===== config.mk =====
export PLATFORM = sky130hd
export DESIGN_NAME = logic_unit_arb
export DESIGN_NICKNAME = d
export VERILOG_FILES = /design/src/rtl/logic_unit_arb.sv
export SDC_FILE = /design/constraint.sdc
export NUM_CORES = 1
export LEC_CHECK = 0
export CORE_MARGIN = 1
export CORE_UTILIZATION = 44
export CTS_BUF_LIST = sky130_fd_sc_hd__clkbuf_16
export DETAILED_ROUTE_END_ITERATION = 10
export PLACE_DENSITY = 0.82
export SKIP_LAST_GASP = 1
export SLEW_MARGIN = 20
export SYNTH_ARGS = -nofsm -noshare
export SYNTH_HDL_FRONTEND = slang
export SYNTH_SLANG_ARGS = --single-unit

===== constraint.sdc =====
create_clock -name clk -period 3.8 [get_ports clk]
set_clock_uncertainty 0.15 [all_clocks]
set_input_delay 0.76 -clock clk [delete_from_list [all_inputs] [get_ports clk]]
set_output_delay 0.76 -clock clk [all_outputs]
set_load 0.02 [all_outputs]

===== src/rtl/logic_unit_arb.sv =====
// Round-robin arbiter that shares one N-bit bitwise logic unit between four
// requesters and returns each result through a single registered slot.
module logic_unit_arb #(
   parameter int N = 8
) (
   input  logic           clk,
   input  logic           rst_n,
   input  logic [3:0]     req_valid,
   output logic [3:0]     req_ready,
   input  logic [11:0]    req_op,
   input  logic [4*N-1:0] req_a,
   input  logic [4*N-1:0] req_b,
   output logic           resp_valid,
   input  logic           resp_ready,
   output logic [1:0]     resp_id,
   output logic [N-1:0]   resp_data,
   output logic           resp_zero
);

   logic [1:0]   r_ptr;
   logic         r_valid;
   logic [1:0]   r_id;
   logic [N-1:0] r_data;
   logic         r_zero;

   logic         w_free;
   logic         w_found;
   logic [1:0]   w_grant;
   logic [1:0]   w_idx;
   logic         w_accept;
   logic [2:0]   w_op;
   logic [N-1:0] w_a;
   logic [N-1:0] w_b;
   logic [N-1:0] w_and;
   logic [N-1:0] w_or;
   logic [N-1:0] w_xor;
   logic [N-1:0] w_result;

   assign w_free = !r_valid || resp_ready;

   // Search starts at the pointer and wraps, so the most recently served
   // requester is considered last.
   always_comb begin
      w_found = 1'b0;
      w_grant = r_ptr;
      w_idx   = r_ptr;
      for (int k = 0; k < 4; k++) begin
         w_idx = r_ptr + 2'(k);
         if (!w_found && req_valid[w_idx]) begin
            w_found = 1'b1;
            w_grant = w_idx;
         end
      end
   end

   // Gating with rst_n keeps every ready low for the whole reset period.
   assign w_accept  = w_free && w_found && rst_n;
   assign req_ready = w_accept ? (4'b0001 << w_grant) : 4'b0000;

   assign w_op = req_op[32'(w_grant)*3 +: 3];
   assign w_a  = req_a[32'(w_grant)*N +: N];
   assign w_b  = req_b[32'(w_grant)*N +: N];

   genvar gi;
   generate
      for (gi = 0; gi < N; gi++) begin : g_gates
         assign w_and[gi] = w_a[gi] & w_b[gi];
         assign w_or[gi]  = w_a[gi] | w_b[gi];
         assign w_xor[gi] = w_a[gi] ^ w_b[gi];
      end
   endgenerate

   always_comb begin
      w_result = '0;
      case (w_op)
         3'b000:  w_result = w_and;
         3'b001:  w_result = w_or;
         3'b010:  w_result = w_xor;
         3'b011:  w_result = ~w_and;
         3'b100:  w_result = ~w_or;
         3'b101:  w_result = ~w_xor;
         3'b110:  w_result = ~w_a;
         default: w_result = w_a;
      endcase
   end

   // A drain and a refill in the same cycle simply take the accept branch.
   always_ff @(posedge clk or negedge rst_n) begin
      if (!rst_n) begin
         r_ptr   <= 2'd0;
         r_valid <= 1'b0;
         r_id    <= 2'd0;
         r_data  <= '0;
         r_zero  <= 1'b0;
      end else if (w_accept) begin
         r_valid <= 1'b1;
         r_id    <= w_grant;
         r_data  <= w_result;
         r_zero  <= (w_result == '0);
         r_ptr   <= w_grant + 2'd1;
      end else if (resp_ready) begin
         r_valid <= 1'b0;
      end
   end

   assign resp_valid = r_valid;
   assign resp_id    = r_id;
   assign resp_data  = r_data;
   assign resp_zero  = r_zero;

endmodule

After elaboration in Yosys (flattened, before gate mapping)
Index checks and enable logic that the tools add are counted.
{"block": "word_totals", "regBits": 14, "latchBits": 0, "mem_bits_rw": 0, "romBits": 0, "inputBits": 83, "elab_cells": 84, "memories": 0}
{"block": "classes", "n_addsub": 4, "multipliers": 1, "n_div": 0, "n_lt_le_gt_ge": 4, "eq_ne": 6, "n_shift": 4, "n_mux": 19, "bitwise": 28, "reduce_logical": 13}
{"operator": "32-bit by 6-bit variable part select with 8-bit output", "n": 2}
{"operator": "8-bit one-hot mux with 7 select lines", "n": 1}
{"operator": "8-bit inverter", "n": 4}
{"operator": "2-bit by 3-bit < comparator with 1-bit output (second input constant)", "n": 4}
{"operator": "12-bit by 5-bit variable part select with 3-bit output", "n": 1}
{"operator": "1-bit 2-to-1 mux", "n": 10}
{"operator": "3-bit == test (second input constant)", "n": 3}
{"operator": "1-bit bitwise AND", "n": 8}
{"operator": "1-bit binary-select mux with 2-bit select", "n": 4}
{"operator": "8-bit zero test", "n": 1}
{"operator": "1-bit bitwise OR", "n": 8}
{"operator": "1-bit bitwise XOR", "n": 8}
{"operator": "3-bit by 2-bit == test with 1-bit output (second input constant)", "n": 2}
{"operator": "2-bit 2-to-1 mux", "n": 3}
{"operator": "1-bit logical AND", "n": 5}
{"operator": "2-bit by 1-bit adder with 2-bit output (second input constant)", "n": 2}
{"operator": "2-bit adder (second input constant)", "n": 2}
{"operator": "1-bit zero test", "n": 4}
{"operator": "2-bit by 2-bit multiplier with 4-bit output (second input constant)", "n": 1}
{"operator": "4-bit 2-to-1 mux", "n": 1}
{"operator": "1-bit by 2-bit << shifter with 4-bit output (first input constant)", "n": 1}
{"operator": "3-bit by 1-bit == test with 1-bit output (second input constant)", "n": 1}
{"operator": "3-bit zero test", "n": 1}
{"operator": "2-bit nonzero test", "n": 1}
{"operator": "1-bit logical OR", "n": 1}

Logic depth before layout (Yosys ltp)
Gate-level depths: netlist of the first run.
{"block": "depth", "word_depth": 17, "depth_mapped": 18, "ltp_nobuf": 15}

Least setup slack after synthesis of the first run
Ideal clock, no wire load.
{"block": "synth_path", "kind": "input-to-reg", "start": "input port req_valid[2]", "end": "register r_zero (netlist: resp_zero)", "setup_time_ps": 142, "arrival_ps": 3671, "path_slack_ps": -162, "path_stages": 15, "n_path_buf": 3, "cell_sequence": "nor2b_1 > o21ai_2 > and3_4 > buf_6 > buf_4 > buf_1 > mux2i_1 > nor2_1 > nor2_1 > ha_1 > o211a_1 > a2111oi_0 > a31o_1 > nand4b_1 > o32ai_2"}
{"block": "synth_between", "elab_chain_cells": 17}
{"item": "from (decl)", "line_no": "8", "text": "input logic [3:0] req_valid,"}
{"item": "1-bit binary-select mux with 2-bit select", "line_no": "49", "text": "if (!w_found && req_valid[w_idx]) begin"}
{"item": "1-bit 2-to-1 mux (not written as such)", "line_no": "49"}
{"item": "1-bit 2-to-1 mux", "line_no": "49"}
{"item": "1-bit zero test", "line_no": "49"}
{"item": "1-bit logical AND", "line_no": "49"}
{"item": "1-bit 2-to-1 mux", "line_no": "49"}
{"item": "1-bit zero test", "line_no": "49"}
{"item": "1-bit logical AND", "line_no": "49"}
{"item": "1-bit 2-to-1 mux", "line_no": "49"}
{"item": "1-bit zero test", "line_no": "49"}
{"item": "1-bit logical AND", "line_no": "49"}
{"item": "2-bit 2-to-1 mux", "line_no": "49"}
{"item": "2-bit by 2-bit multiplier with 4-bit output (tied with other cells)", "line_no": "60", "text": "assign w_op = req_op[32'(w_grant)*3 +: 3];"}
{"item": "12-bit by 5-bit variable part select with 3-bit output (tied with other cells)", "line_no": "60"}
{"item": "3-bit == test (tied with other cells)", "line_no": "75", "text": "case (w_op)"}
{"item": "8-bit one-hot mux with 7 select lines", "line_no": "75"}
{"item": "8-bit zero test", "line_no": "99", "text": "r_zero <= (w_result == '0);"}
{"item": "to (signal assigned)", "line_no": "99"}
{"item": "to (decl)", "line_no": "24", "text": "logic r_zero;"}
Several ways; a longest one is shown, not always the timed one. The select of a mux whose other input is x is not followed.
A chain may end at the register's enable or synchronous reset.

Worst setup path after layout of the first run
{"block": "layout_path", "start": "input port req_valid[1]", "end": "register r_zero (netlist: resp_zero)"}
The elaborated chain is that of the path after synthesis.

==> results of run 1 <==
==> stage by stage <==
stage / total power [W] / instance area, µm² / instances / setup WS (ns)
6_report: 0.00345 / 4200 / 523 / 0.141
4_1_cts: 0.00317 / 4070 / 520 / 0.00116
5_1_grt: 0.00366 / 4200 / 523 / 0.00457
3_3_place_gp: 0.00273 / 3840 / 505 / -0.301
2_1_floorplan: 0.00178 / 2380 / 298 / 0.0647
3_5_place_dp: 0.00280 / 3840 / 505 / -0.417
==> final timing paths <==
| path | start | to | slack [ns] | cells past startpoint |
|---|---|---|---|---|
| max | req_valid[1] | resp_zero | 0.14 | 16 |
| min | resp_id[0] | resp_id[0] | 0.36 | 1 |
| min in group asynchronous | rst_n | resp_id[0] | 0.74 | 2 |
| max in group asynchronous | rst_n | resp_data[2] | 2.60 | 2 |
| max reg2reg | r_ptr[0] | resp_zero | 0.49 | 16 |
| min reg2reg | resp_id[0] | resp_id[0] | 0.36 | 1 |
==> layout by cell type (no fill, tap or decap), types with 5 or more instances in the layout <==
cell,netlist,routed
sky130_fd_sc_hd__a22o_1,5,5
sky130_fd_sc_hd__nand2_1,7,7
sky130_fd_sc_hd__buf_12,0,7
sky130_fd_sc_hd__dfrtp_1,14,14
sky130_fd_sc_hd__clkdlybuf4s50_1,0,90
sky130_fd_sc_hd__buf_6,3,5
sky130_fd_sc_hd__a31oi_1,6,6
sky130_fd_sc_hd__o21ai_0,9,8
sky130_fd_sc_hd__a21oi_1,21,16
sky130_fd_sc_hd__mux2i_1,36,33
sky130_fd_sc_hd__ha_1,20,14
sky130_fd_sc_hd__buf_4,6,60
sky130_fd_sc_hd__a21oi_2,1,6
sky130_fd_sc_hd__nor2_1,38,36
sky130_fd_sc_hd__mux2_2,9,9
sky130_fd_sc_hd__o211ai_1,8,8
sky130_fd_sc_hd__inv_1,31,30
==> cell families (layout without fill, tap and decap cells) <==
group           after synthesis  count (layout)  share of synthesized area
flops                        14              14                      0.147
xor+xnor                      3               3                     0.0111
simple gates                 74              74                      0.148
fa+ha+maj                    20              20                      0.105
buf+inv                      53             208                      0.108
compound gates               89              89                      0.285
mux                          45              45                      0.194
==> final cells by class <==
class | instances | area share
Clock buffer | 3 | 0.0179
Inverter | 32 | 0.0298
Clock inverter | 1 | 0.000893
Tap cell | 70 | 0.0208
Timing Repair Buffer | 172 | 0.397
Sequential cell | 14 | 0.0834
Multi-Input combinational cell | 231 | 0.450
==> flip-flops by register name, indices dropped and copies added (netlist names) <==
signal,cells
resp_data,8
resp_valid,1
resp_id,2
r_ptr,2
resp_zero,1
==> cells in the mapped netlist, types with 2 or more instances <==
master                      count
sky130_fd_sc_hd__a211oi_4       2
sky130_fd_sc_hd__a211oi_1       2
sky130_fd_sc_hd__buf_4          6
sky130_fd_sc_hd__o211a_1        2
sky130_fd_sc_hd__xnor2_1        3
sky130_fd_sc_hd__o21ai_0        9
sky130_fd_sc_hd__inv_1         31
sky130_fd_sc_hd__o2111a_1       3
sky130_fd_sc_hd__mux2_2         9
sky130_fd_sc_hd__dfrtp_1       14
sky130_fd_sc_hd__a21oi_1       21
sky130_fd_sc_hd__a31oi_1        6
sky130_fd_sc_hd__nor3_1         6
sky130_fd_sc_hd__ha_1          20
sky130_fd_sc_hd__a22o_1         5
sky130_fd_sc_hd__buf_6          3
sky130_fd_sc_hd__nand2b_1       4
sky130_fd_sc_hd__nor2b_1        5
sky130_fd_sc_hd__mux2i_1       36
sky130_fd_sc_hd__clkbuf_1       2
sky130_fd_sc_hd__nand2_1        7
sky130_fd_sc_hd__a2111oi_0      2
sky130_fd_sc_hd__o31ai_1        2
sky130_fd_sc_hd__and2_1         4
sky130_fd_sc_hd__or2_1          2
sky130_fd_sc_hd__buf_2          7
sky130_fd_sc_hd__a211oi_2       3
sky130_fd_sc_hd__nor2_1        38
sky130_fd_sc_hd__o22ai_1        4
sky130_fd_sc_hd__buf_1          3
sky130_fd_sc_hd__a31o_1         2
sky130_fd_sc_hd__a21o_1         2
sky130_fd_sc_hd__o211ai_1       8
==> what timing repair did <==
action / in CTS / in global routing
gates resized for setup: 18 / 35
pin swaps: 12 / 22
setup endpoints to repair: 9 / 9
cloned: 2 / 1
hold buffers: 0 / 0
setup buffers: 9 / 3
==> power groups by stage <==
stage / logic (W) / clock network (W) / registers [W]
after global routing: 0.00318 / 0.000203 / 0.000277
after CTS: 0.00271 / 0.000195 / 0.000268
after floorplan: 0.00145 / 0 / 0.000324
after global placement: 0.00246 / 0 / 0.000261
final: 0.00298 / 0.000195 / 0.000272
after detailed placement: 0.00253 / 0 / 0.000264
==> worst register-to-register path: cells and delay by family (launching register included) <==
family                   cells  cell delay, ns
buffers and inverters        4            0.53
adder cells (fa/ha/maj)      1            0.20
AND/OR/NAND/NOR              5            0.69
multiplexers                 2            0.43
flip-flops                   1            0.43
AO/OA/AOI/OAI                4            0.80
==> per-layer routing <==
layer | routed length (µm) | share of wire | vias up
met2 | 4730 | 0.52 | 138
li1 | - | - | 1373
met3 | 418 | 0.046 | 43
met1 | 3500 | 0.39 | 1392
met5 | 0 | 0 | -
met4 | 416 | 0.046 | 0
==> results summary, run 1 <==
The flow ran to the end, and the final reports show no timing, DRC or antenna violations. The later-pin clock latency in the skew report came out at 0.24 ns. Of the total power, the share spent switching nets is 0.449. The chip height came out at 75.5 µm. After detailed routing, the number of vias per cell comes to 5.63. The area of the die is 5700 µm². Subtracting the final worst setup slack from the clock period gives 3.66 ns. The final core utilization is 0.817. The worst ir drop on vdd came out at 754 µV. The proportion of netlist area held by the largest area contributor is 0.152. Max-cap violations in this run came to 0.

On the critical path, the stage with the largest delay is an instance of sky130_fd_sc_hd__o32ai_2. Headroom to the max-slew limit came out at 0.715. Summing all flip-flop and latch instances after layout gives 350 µm². STA classifies the critical path startpoint as a primary input.

The part of the total power dissipated in the clock network is 0.057. The pin count of the biggest net entering global routing is 22. For this design the static power due to leakage is 1.93 nW.

The wire length reported by the detailed router came out at 9060 µm. The actual slew at the worst max-slew pin is 0.422 ns. The met1 track utilization from global routing is 0.361. The number of nets in the synthesized netlist is 401. The worst min-delay path category is flop to flop. For met2 alone, demand over resource in global routing was 0.551. Of all cell types, the one taking the most synthesized area is sky130_fd_sc_hd__mux2i_1. The fraction of met3 tracks used by global routing is 0.0185. The I/O pin count came out at 99. The iteration count of the initial detailed-routing pass came out at 4. The residual overflow from global routing is 0. The number of antenna violations at the first check in global routing is 0. The number of synthesized flops with an enable pin is 0. The number of placement rows is 26. Data on the critical path is required at its endpoint by 3.79 ns. For this run, the leading register cell type out of synthesis is sky130_fd_sc_hd__dfrtp_1.

The number of nets in the final layout came out at 557. Counting every instance in the synthesized netlist gives 298. TritonCTS built the clock tree. For this run, asynchronously set or reset flops after synthesis account for 1.00.

The maximum frequency from static timing analysis is 273 MHz. CTS placed an instance of sky130_fd_sc_hd__clkbuf_16 at the clock tree root. The internal cell power came out at 0.00190 W. The clock passes through at most 2 buffers. The critical path goes through clkdlybuf4s15_1, buf_4, a211o_1, and3_4, buf_6, clkbuf_16, buf_4, a211oi_2, buf_4, nor2_1, buf_4, o211ai_1, a21oi_1, a221oi_2, nand4b_1, o32ai_2. Counting the buffers created by CTS gives 3. Across all hold checks on the routed design, the worst slack comes to 0.357 ns.

The register area share after synthesis came out at 0.147. The wire length of the first global-routing pass came out at 13000 µm. The area of the multi-input gates is 1890 µm². The number of unique standard cell types used by synthesis is 58. The final number of hold-violating endpoints is 0. The final critical-path share of the clock period is 0.963. Setup repair after global routing left no endpoint under its margin.

The final setup violation count is 0. The starting DRC count in detailed routing came out at 174. The total number of yosys warnings is 0.

The biggest cell delay along the critical path is 0.27 ns. Among cell families on the critical path, the largest total delay comes from compound AO/OA/AOI/OAI gates. The worst setup path is captured at a flop.

The largest fanout on the critical path came out at 13. The number of levels in the clock H-tree came out at 1. The total power per unit cell area is 820 nW/µm².

The final routed DRC violation total came out at 0. The final weighted congestion in routability-driven placement is 0.942. The layer flagged by global routing as most heavily used is met2. The clock transition time at the flip-flop clock pins of the worst setup and hold paths came out at 0.04 ns. 0 antenna diodes ended up in the layout. The analysis attributes to net switching a power of 0.00155 W. After routing, the total negative slack on setup checks comes to 0 ns. Summing over every cut layer, the via total after detailed routing is 2946. The port buffer count came out at 98.

Detailed placement ended at an HPWL of 6070 µm. STA puts the critical path data arrival time at 3.65 ns. In the final layout, the share of cells above drive strength 1 is 0.285. The mean instance size in the synthesized netlist is 7.97 µm². The count of clock tree sinks came out at 14. Sorting the synthesized cells by area gives the leading types as sky130_fd_sc_hd__mux2i_1 (15%), sky130_fd_sc_hd__dfrtp_1 (15%), sky130_fd_sc_hd__ha_1 (11%). The area of the core region is 5140 µm².

The starting utilization of the core area is 0.462. The summed instance area of the synthesized netlist is 2380 µm². The via count of the first global-routing pass is 2856. The critical path is of the primary input to flop type.

The most numerous cell type found on the critical path is sky130_fd_sc_hd__buf_4. The number of buffers and inverters on the critical path is 7. The count of final max-slew check failures came out at 0. After filler insertion, the fill cell instance count of the layout stands at 327. The share of total power in combinational logic is 0.864. From synthesis to final layout, the design area changed by 76.8%.

The die span in x came out at 75.5 µm. The sequential cell fraction of total power is 0.079. The synthesis-stage register bit count came out at 14. Across every metal layer, demand over resource in global routing totals 0.297.

The count of antenna-violating nets left after detailed routing is 0. Dividing the detail-routed wire length by the instance count gives 17.3 µm.
Note: power is estimated with default switching activity, not from simulation.
==> run 2, diff against run 1 <==
Settings changed: CELL_PAD_IN_SITES_DETAIL_PLACEMENT set to 0, CELL_PAD_IN_SITES_GLOBAL_PLACEMENT set to 1, CORE_UTILIZATION 44 to 31, PLACE_DENSITY 0.82 to not set, PLACE_DENSITY_LB_ADDON set to 0.1.
==> results summary, run 2 (synthesis gave the netlist of run 1 again) <==
The die span in x came out at 89.5 µm (was 75.5 µm). The actual slew at the worst max-slew pin came out at 0.410 ns (was 0.422 ns). The largest fanout on the critical path came out at 5 (was 13). The worst min-delay path category is flop to flop (unchanged). The number of hold-repair buffers added at the cts stage is 0 (unchanged). The switching power as a share of total power is 0.434 (was 0.449).

The sequential cell fraction of total power came out at 0.080 (was 0.079). The count of antenna-violating nets left after detailed routing was 0 (unchanged). The number of fillers in the final layout is 706 (was 327). The wire length on met1 came to 3560 µm (was 3500 µm). The via count of the first global-routing pass came out at 2581 (was 2856). The detailed route wirelength on metal2 is 3870 µm (was 4730 µm). The shortest period the worst path allows is 3.58 ns (was 3.66 ns). The worst setup timing slack at the placement stage was -0.462 ns (was -0.417 ns).

The area of the core region is 7330 µm² (was 5140 µm²). The clock transition time at the flip-flop clock pins of the worst setup and hold paths is 0.05 ns (was 0.04 ns). Crit-path cells: clkdlybuf4s15_1, nor2_1, a211o_1, and3_4, buf_12, mux2i_1, buf_4, mux2_4, ha_1, o211a_1, a2111oi_2, a31o_1, nand4b_1, o32ai_2 (was clkdlybuf4s15_1, buf_4, a211o_1, and3_4, buf_6, clkbuf_16, buf_4, a211oi_2, buf_4, nor2_1, buf_4, o211ai_1, a21oi_1, a221oi_2, nand4b_1, o32ai_2). The net switching power is 0.00142 W (was 0.00155 W). The deepest clock path buffer count came out at 2 (unchanged). The number of flip-flops under the largest register name is 8 (unchanged). The biggest cell delay along the critical path came to 0.35 ns (was 0.27 ns). The pin count of the biggest net entering global routing came out at 22 (unchanged). The routed via count divided by cell count came out at 4.88 (was 5.63).

The count of final max-slew check failures is 0 (unchanged). Unrepaired setup endpoints after global routing: false (unchanged). The via count came out at 2697 (was 2946). The count of clock tree sinks was 14 (unchanged). The total leakage power came out at 1.94 nW (was 1.93 nW). The critical path class is primary input to flop (unchanged). The area of the die is 8020 µm² (was 5700 µm²). The starting utilization of the core area came out at 0.324 (was 0.462). The later-pin clock latency in the skew report came to 0.24 ns (about the same). The port buffer count was 98 (unchanged). The required time of the critical path came out at 3.77 ns (was 3.79 ns). The final critical-path share of the clock period is 0.941 (was 0.963).

The iteration count of the initial detailed-routing pass is 4 (unchanged). The final setup violation count is 0 (unchanged). The share of cells above drive strength 1 is 0.269 (was 0.285). The clock buffer count from CTS is 3 (unchanged).

The met3 routed wirelength came out at 231 µm (was 418 µm). The number of cell instances on the worst register-to-register path came to 14 (was 16). The non-filler instance count after layout is 553 (was 523). The antenna diode count came out at 0 (unchanged). The routed wire length per instance is 14.0 µm (was 17.3 µm). The leading cell type in the layout, fill and taps excluded is sky130_fd_sc_hd__clkdlybuf4s50_1 (unchanged). The chip height came to 89.5 µm (was 75.5 µm). The worst-path cell with the longest stage delay was sky130_fd_sc_hd__a2111oi_2 (was sky130_fd_sc_hd__o32ai_2). The internal cell power came out at 0.00185 W (was 0.00190 W). The number of antenna violations at the first check in global routing came to 0 (unchanged). The part of the total power dissipated in the clock network came out at 0.061 (was 0.057).

The half-perimeter wire length of the detailed placement result is 6160 µm (was 6070 µm). The clock root buffer master is sky130_fd_sc_hd__clkbuf_16 (unchanged). The total power per unit cell area is 783 nW/µm² (was 820 nW/µm²). The cell total after placement was 543 (was 505). Result of the run: completed (unchanged).

The number of max-capacitance violations reported was 0 (unchanged). The final number of hold-violating endpoints came out at 0 (unchanged). The number of placement rows was 31 (was 26). The final weighted congestion in routability-driven placement is 0.821 (was 0.942). The category of the worst setup path launch point is a primary input (unchanged). The worst ir drop on vdd came to 472 µV (was 754 µV). The starting DRC count in detailed routing came out at 66 (was 174). The CTS tree was built (unchanged).

The number of nets in the final layout came out at 558 (was 557). The post-route worst setup slack is 0.223 ns (was 0.141 ns). The critical path capture point type is a flop (unchanged). The signal arrival time at the worst endpoint is 3.55 ns (was 3.65 ns). The final routed DRC violation total is 0 (unchanged).

The number of levels in the clock H-tree was 1 (unchanged). The layout overhead on the synthesized area is 75.8% (was 76.8%). The wire length of the first global-routing pass came out at 12000 µm (was 13000 µm). The maximum frequency from static timing analysis came out at 280 MHz (was 273 MHz). The top layer used by detailed routing is met4 (unchanged). The instance count along the most critical hold path is 1 (unchanged). The remaining max-slew budget at the tightest pin was 0.726 (was 0.715). The combined global-route utilization of all metal layers is 0.195 (was 0.297).

The I/O pin count was 99 (unchanged). The share of total power in combinational logic is 0.860 (was 0.864). The residual overflow from global routing is 0 (unchanged). Top library cells by usage in the layout, fill and taps aside: sky130_fd_sc_hd__clkdlybuf4s50_1 (90), sky130_fd_sc_hd__buf_4 (65), sky130_fd_sc_hd__nor2_1 (37) (was sky130_fd_sc_hd__clkdlybuf4s50_1 (90), sky130_fd_sc_hd__buf_4 (60), sky130_fd_sc_hd__nor2_1 (36)). The wire length reported by the detailed router came out at 7770 µm (was 9060 µm).
run 2: changes by cell type in the layout (fill, tap and decap cells not counted), sizes merged:
cell / previous run / this run
buf: 73 / 75
clkbuf: 6 / 5
run 2: path summary, 6_finish.rpt:
path | from | end | slack (ns)
worst min register to register | resp_data[2] | resp_data[2] | 0.35
worst max register to register | r_ptr[1] | resp_zero | 0.59
worst max-delay path | req_valid[2] | resp_zero | 0.22
min in group asynchronous | rst_n | resp_data[3] | 0.83
max in group asynchronous | rst_n | resp_data[1] | 2.51
worst min-delay path | resp_data[2] | resp_data[2] | 0.35
run 2: power by group through the flow:
stage	clock [W]	sequential, W	combinational (W)
after floorplan	0	0.000324	0.00145
after global placement	0	0.000262	0.00258
after detailed placement	0	0.000260	0.00261
after CTS	0.000201	0.000261	0.00275
after global routing	0.000206	0.000269	0.00308
final	0.000198	0.000260	0.00281
run 2: per-stage QoR:
step	hold slack [ns]	util	total power (W)	instance area, µm²	TNS [ns]
floorplan	0.314	-	0.00178	2380	0
global placement	0.332	0.540	0.00284	3960	-3.50
detailed placement	0.338	0.540	0.00287	3960	-3.73
CTS	0.360	0.561	0.00321	4110	0
global route	0.376	0.570	0.00356	4180	0
finish	0.353	0.570	0.00327	4180	0
run 2: what timing repair did:
| action | in CTS | in global routing |
|---|---|---|
| setup endpoints to repair | 9 | 9 |
| buffers inserted | 1 | 4 |
| endpoints found under the hold margin | 0 | 0 |
| cloned | 1 | 0 |
| gates resized for setup | 19 | 18 |
| pin swaps | 0 | 6 |
run 2: cell type report:
type                            count  area (µm²)  area share
Inverter                           32         125      0.0299
Sequential cell                    14         350      0.0839
Multi-Input combinational cell    231        1840       0.441
Clock inverter                      1        3.75    0.000898
Tap cell                           99         124      0.0296
Timing Repair Buffer              173        1660       0.396
Clock buffer                        3        75.1      0.0180
run 2: layer usage:
layer / vias up / global-route usage
li1: 1383 / -
met1: 1240 / 0.249
met2: 65 / 0.357
met3: 9 / 0.0139
met4: 0 / 0.0404
met5: - / 0
run 2: worst max-delay path, delay by kind of cell:
kind / cells / cell delay, ns
mux: 2 / 0.42
fa+ha+maj: 1 / 0.32
compound gates: 5 / 1.15
simple gates: 3 / 0.42
buf+inv: 3 / 0.49
==> run 3, diff against run 2 <==
Settings changed: MAX_ROUTING_LAYER set to met4.
==> results summary, run 3 (synthesis gave the netlist of run 1 again) <==
Result of the run: completed (unchanged). The met2 layer usage reported by global route came out at 0.357 (unchanged). The count of final max-slew check failures came out at 0 (unchanged). The worst-path cell with the longest stage delay was sky130_fd_sc_hd__a2111oi_2 (unchanged). The deepest clock path buffer count came out at 2 (unchanged). The sequential cell fraction of total power is 0.080 (about the same). The actual slew at the worst max-slew pin was 0.410 ns (unchanged). The I/O pin count was 99 (unchanged). The via count came to 2697 (unchanged).

The iteration count of the initial detailed-routing pass is 4 (unchanged). The number of levels in the clock H-tree came to 1 (unchanged). The pin count of the biggest net entering global routing is 22 (unchanged). The final setup TNS is 0 ns (unchanged). The total power per unit cell area came out at 783 nW/µm² (about the same). The port buffer count came out at 98 (unchanged). The met1 track utilization from global routing came out at 0.250 (was 0.249).

The final worst hold slack is 0.353 ns (about the same). The layout overhead on the synthesized area came out at 75.8% (unchanged). The wire length of the first global-routing pass came out at 12000 µm (unchanged). The area of the die is 8020 µm² (unchanged). The required time of the critical path was 3.77 ns (about the same).

The starting DRC count in detailed routing is 66 (unchanged). The remaining max-slew budget at the tightest pin is 0.726 (unchanged). The starting utilization of the core area is 0.324 (unchanged). The non-filler instance count after layout came out at 553 (unchanged).

The switching power as a share of total power was 0.434 (about the same). The maximum frequency from static timing analysis is 280 MHz (unchanged). The die span in x came to 89.5 µm (unchanged). The shortest period the worst path allows came out at 3.58 ns (about the same).

The share of cells above drive strength 1 came out at 0.269 (unchanged). The chip height came out at 89.5 µm (unchanged). The number of nets in the final layout came out at 558 (unchanged). The peak-usage layer in the global routing report is met2 (unchanged).

The part of the total power dissipated in the clock network was 0.060 (was 0.061). The post-route worst setup slack came out at 0.223 ns (about the same). The final core utilization came out at 0.570 (unchanged). The number of flip-flops under the largest register name came out at 8 (unchanged). The clock buffer count from CTS is 3 (unchanged).

The later-pin clock latency in the skew report came out at 0.24 ns (about the same). The critical path class is primary input to flop (unchanged). Unrepaired setup endpoints after global routing: false (unchanged).

The wire length reported by the detailed router came out at 7770 µm (about the same). The fraction of met3 tracks used by global routing came out at 0.0120 (was 0.0139). The signal arrival time at the worst endpoint came out at 3.55 ns (about the same).

Crit-path cells: clkdlybuf4s15_1, nor2_1, a211o_1, and3_4, buf_12, mux2i_1, buf_4, mux2_4, ha_1, o211a_1, a2111oi_2, a31o_1, nand4b_1, o32ai_2 (unchanged). The clock root buffer master is sky130_fd_sc_hd__clkbuf_16 (unchanged). The internal cell power is 0.00185 W (unchanged).

The area of the core region was 7330 µm² (unchanged). The CTS tree is built (unchanged). The number of placement rows is 31 (unchanged).

The cell total after placement was 543 (unchanged). The final setup violation count is 0 (unchanged). The via count of the first global-routing pass is 2581 (unchanged). The number of max-capacitance violations reported is 0 (unchanged). The clock transition time at the flip-flop clock pins of the worst setup and hold paths is 0.05 ns (about the same).

The antenna diode count came out at 0 (unchanged). Top library cells by usage in the layout, fill and taps aside: sky130_fd_sc_hd__clkdlybuf4s50_1 (90), sky130_fd_sc_hd__buf_4 (65), sky130_fd_sc_hd__nor2_1 (37) (unchanged). The category of the worst setup path launch point is a primary input (unchanged). The final weighted congestion in routability-driven placement came to 0.833 (was 0.821).

The number of antenna violations at the first check in global routing came out at 0 (unchanged). The residual overflow from global routing came out at 0 (unchanged). The final number of hold-violating endpoints came out at 0 (unchanged).

The critical path capture point type is a flop (unchanged). The routed via count divided by cell count came out at 4.88 (unchanged). The worst ir drop on vdd came out at 472 µV (about the same). The count of clock tree sinks came out at 14 (unchanged). The leading cell type in the layout, fill and taps excluded is sky130_fd_sc_hd__clkdlybuf4s50_1 (unchanged). The share of total power in combinational logic was 0.860 (about the same). The final routed DRC violation total came to 0 (unchanged).

The count of antenna-violating nets left after detailed routing is 0 (unchanged). The routed wire length per instance is 14.0 µm (about the same). The largest fanout on the critical path is 5 (unchanged). The half-perimeter wire length of the detailed placement result came out at 6160 µm (unchanged). The combined global-route utilization of all metal layers is 0.201 (was 0.195).

The biggest cell delay along the critical path is 0.35 ns (about the same). The net switching power is 0.00142 W (about the same). The worst min-delay path category is flop to flop (unchanged). The slack of the worst reg-to-reg path is 0.59 ns (about the same). The worst setup timing slack at the placement stage came to -0.462 ns (unchanged).

The final critical-path share of the clock period came out at 0.941 (about the same). The total leakage power is 1.94 nW (unchanged).
-- run 3: cell counts in the layout (fill, tap and decap cells not counted) --
No cell type changed its count.
-- run 3: per-stage QoR --
| step | total power (W) | cell area, µm² |
|---|---|---|
| 2_1_floorplan | 0.00178 | 2380 |
| 3_3_place_gp | 0.00284 | 3960 |
| 3_5_place_dp | 0.00287 | 3960 |
| 4_1_cts | 0.00321 | 4110 |
| 5_1_grt | 0.00356 | 4180 |
| 6_report | 0.00327 | 4180 |
-- run 3: power groups by stage --
| stage | registers (W) | clock network [W] | logic [W] |
|---|---|---|---|
| 2_1_floorplan | 0.000324 | 0 | 0.00145 |
| 3_3_place_gp | 0.000262 | 0 | 0.00258 |
| 3_5_place_dp | 0.000260 | 0 | 0.00261 |
| 4_1_cts | 0.000261 | 0.000201 | 0.00275 |
| 5_1_grt | 0.000269 | 0.000206 | 0.00308 |
| 6_report | 0.000260 | 0.000198 | 0.00281 |
-- run 3: timing repair --
item	CTS	global route
cloned	1	0
pin swaps	0	6
endpoints found under the setup margin	9	9
resized for setup	19	18
buffers inserted	1	4
hold buffers	0	0
-- run 3: worst max-delay path: cells and delay by family --
| kind | cells | cell delay, ns |
|---|---|---|
| AOI/OAI and AO/OA | 5 | 1.15 |
| buffers and inverters | 3 | 0.49 |
| and+or+nand+nor | 3 | 0.42 |
| muxes | 2 | 0.42 |
| adders and majority gates | 1 | 0.32 |
-- run 3: path summary, 6_finish.rpt --
| kind | end | cells after the start | from |
|---|---|---|---|
| hold reg to reg | resp_data[2] | 1 | resp_data[2] |
| min in group asynchronous | resp_data[3] | 2 | rst_n |
| setup / recovery | resp_zero | 14 | req_valid[2] |
| max in group asynchronous | resp_data[1] | 2 | rst_n |
| setup reg to reg | resp_zero | 14 | r_ptr[1] |
| hold / removal | resp_data[2] | 1 | resp_data[2] |
-- run 3: layout make-up --
type	count	area, µm²
multi-input combinational	231	1840
clock inverter	1	3.75
fill	706	3150
timing repair buffer	173	1660
sequential	14	350
clock buffer	3	75.1
inverter	32	125
tap	99	124
-- run 3: routing by layer --
layer	vias to the layer above	part of all wire
met5	-	0
met2	65	0.50
met3	9	0.028
met1	1240	0.46
li1	1383	-
met4	0	0.013
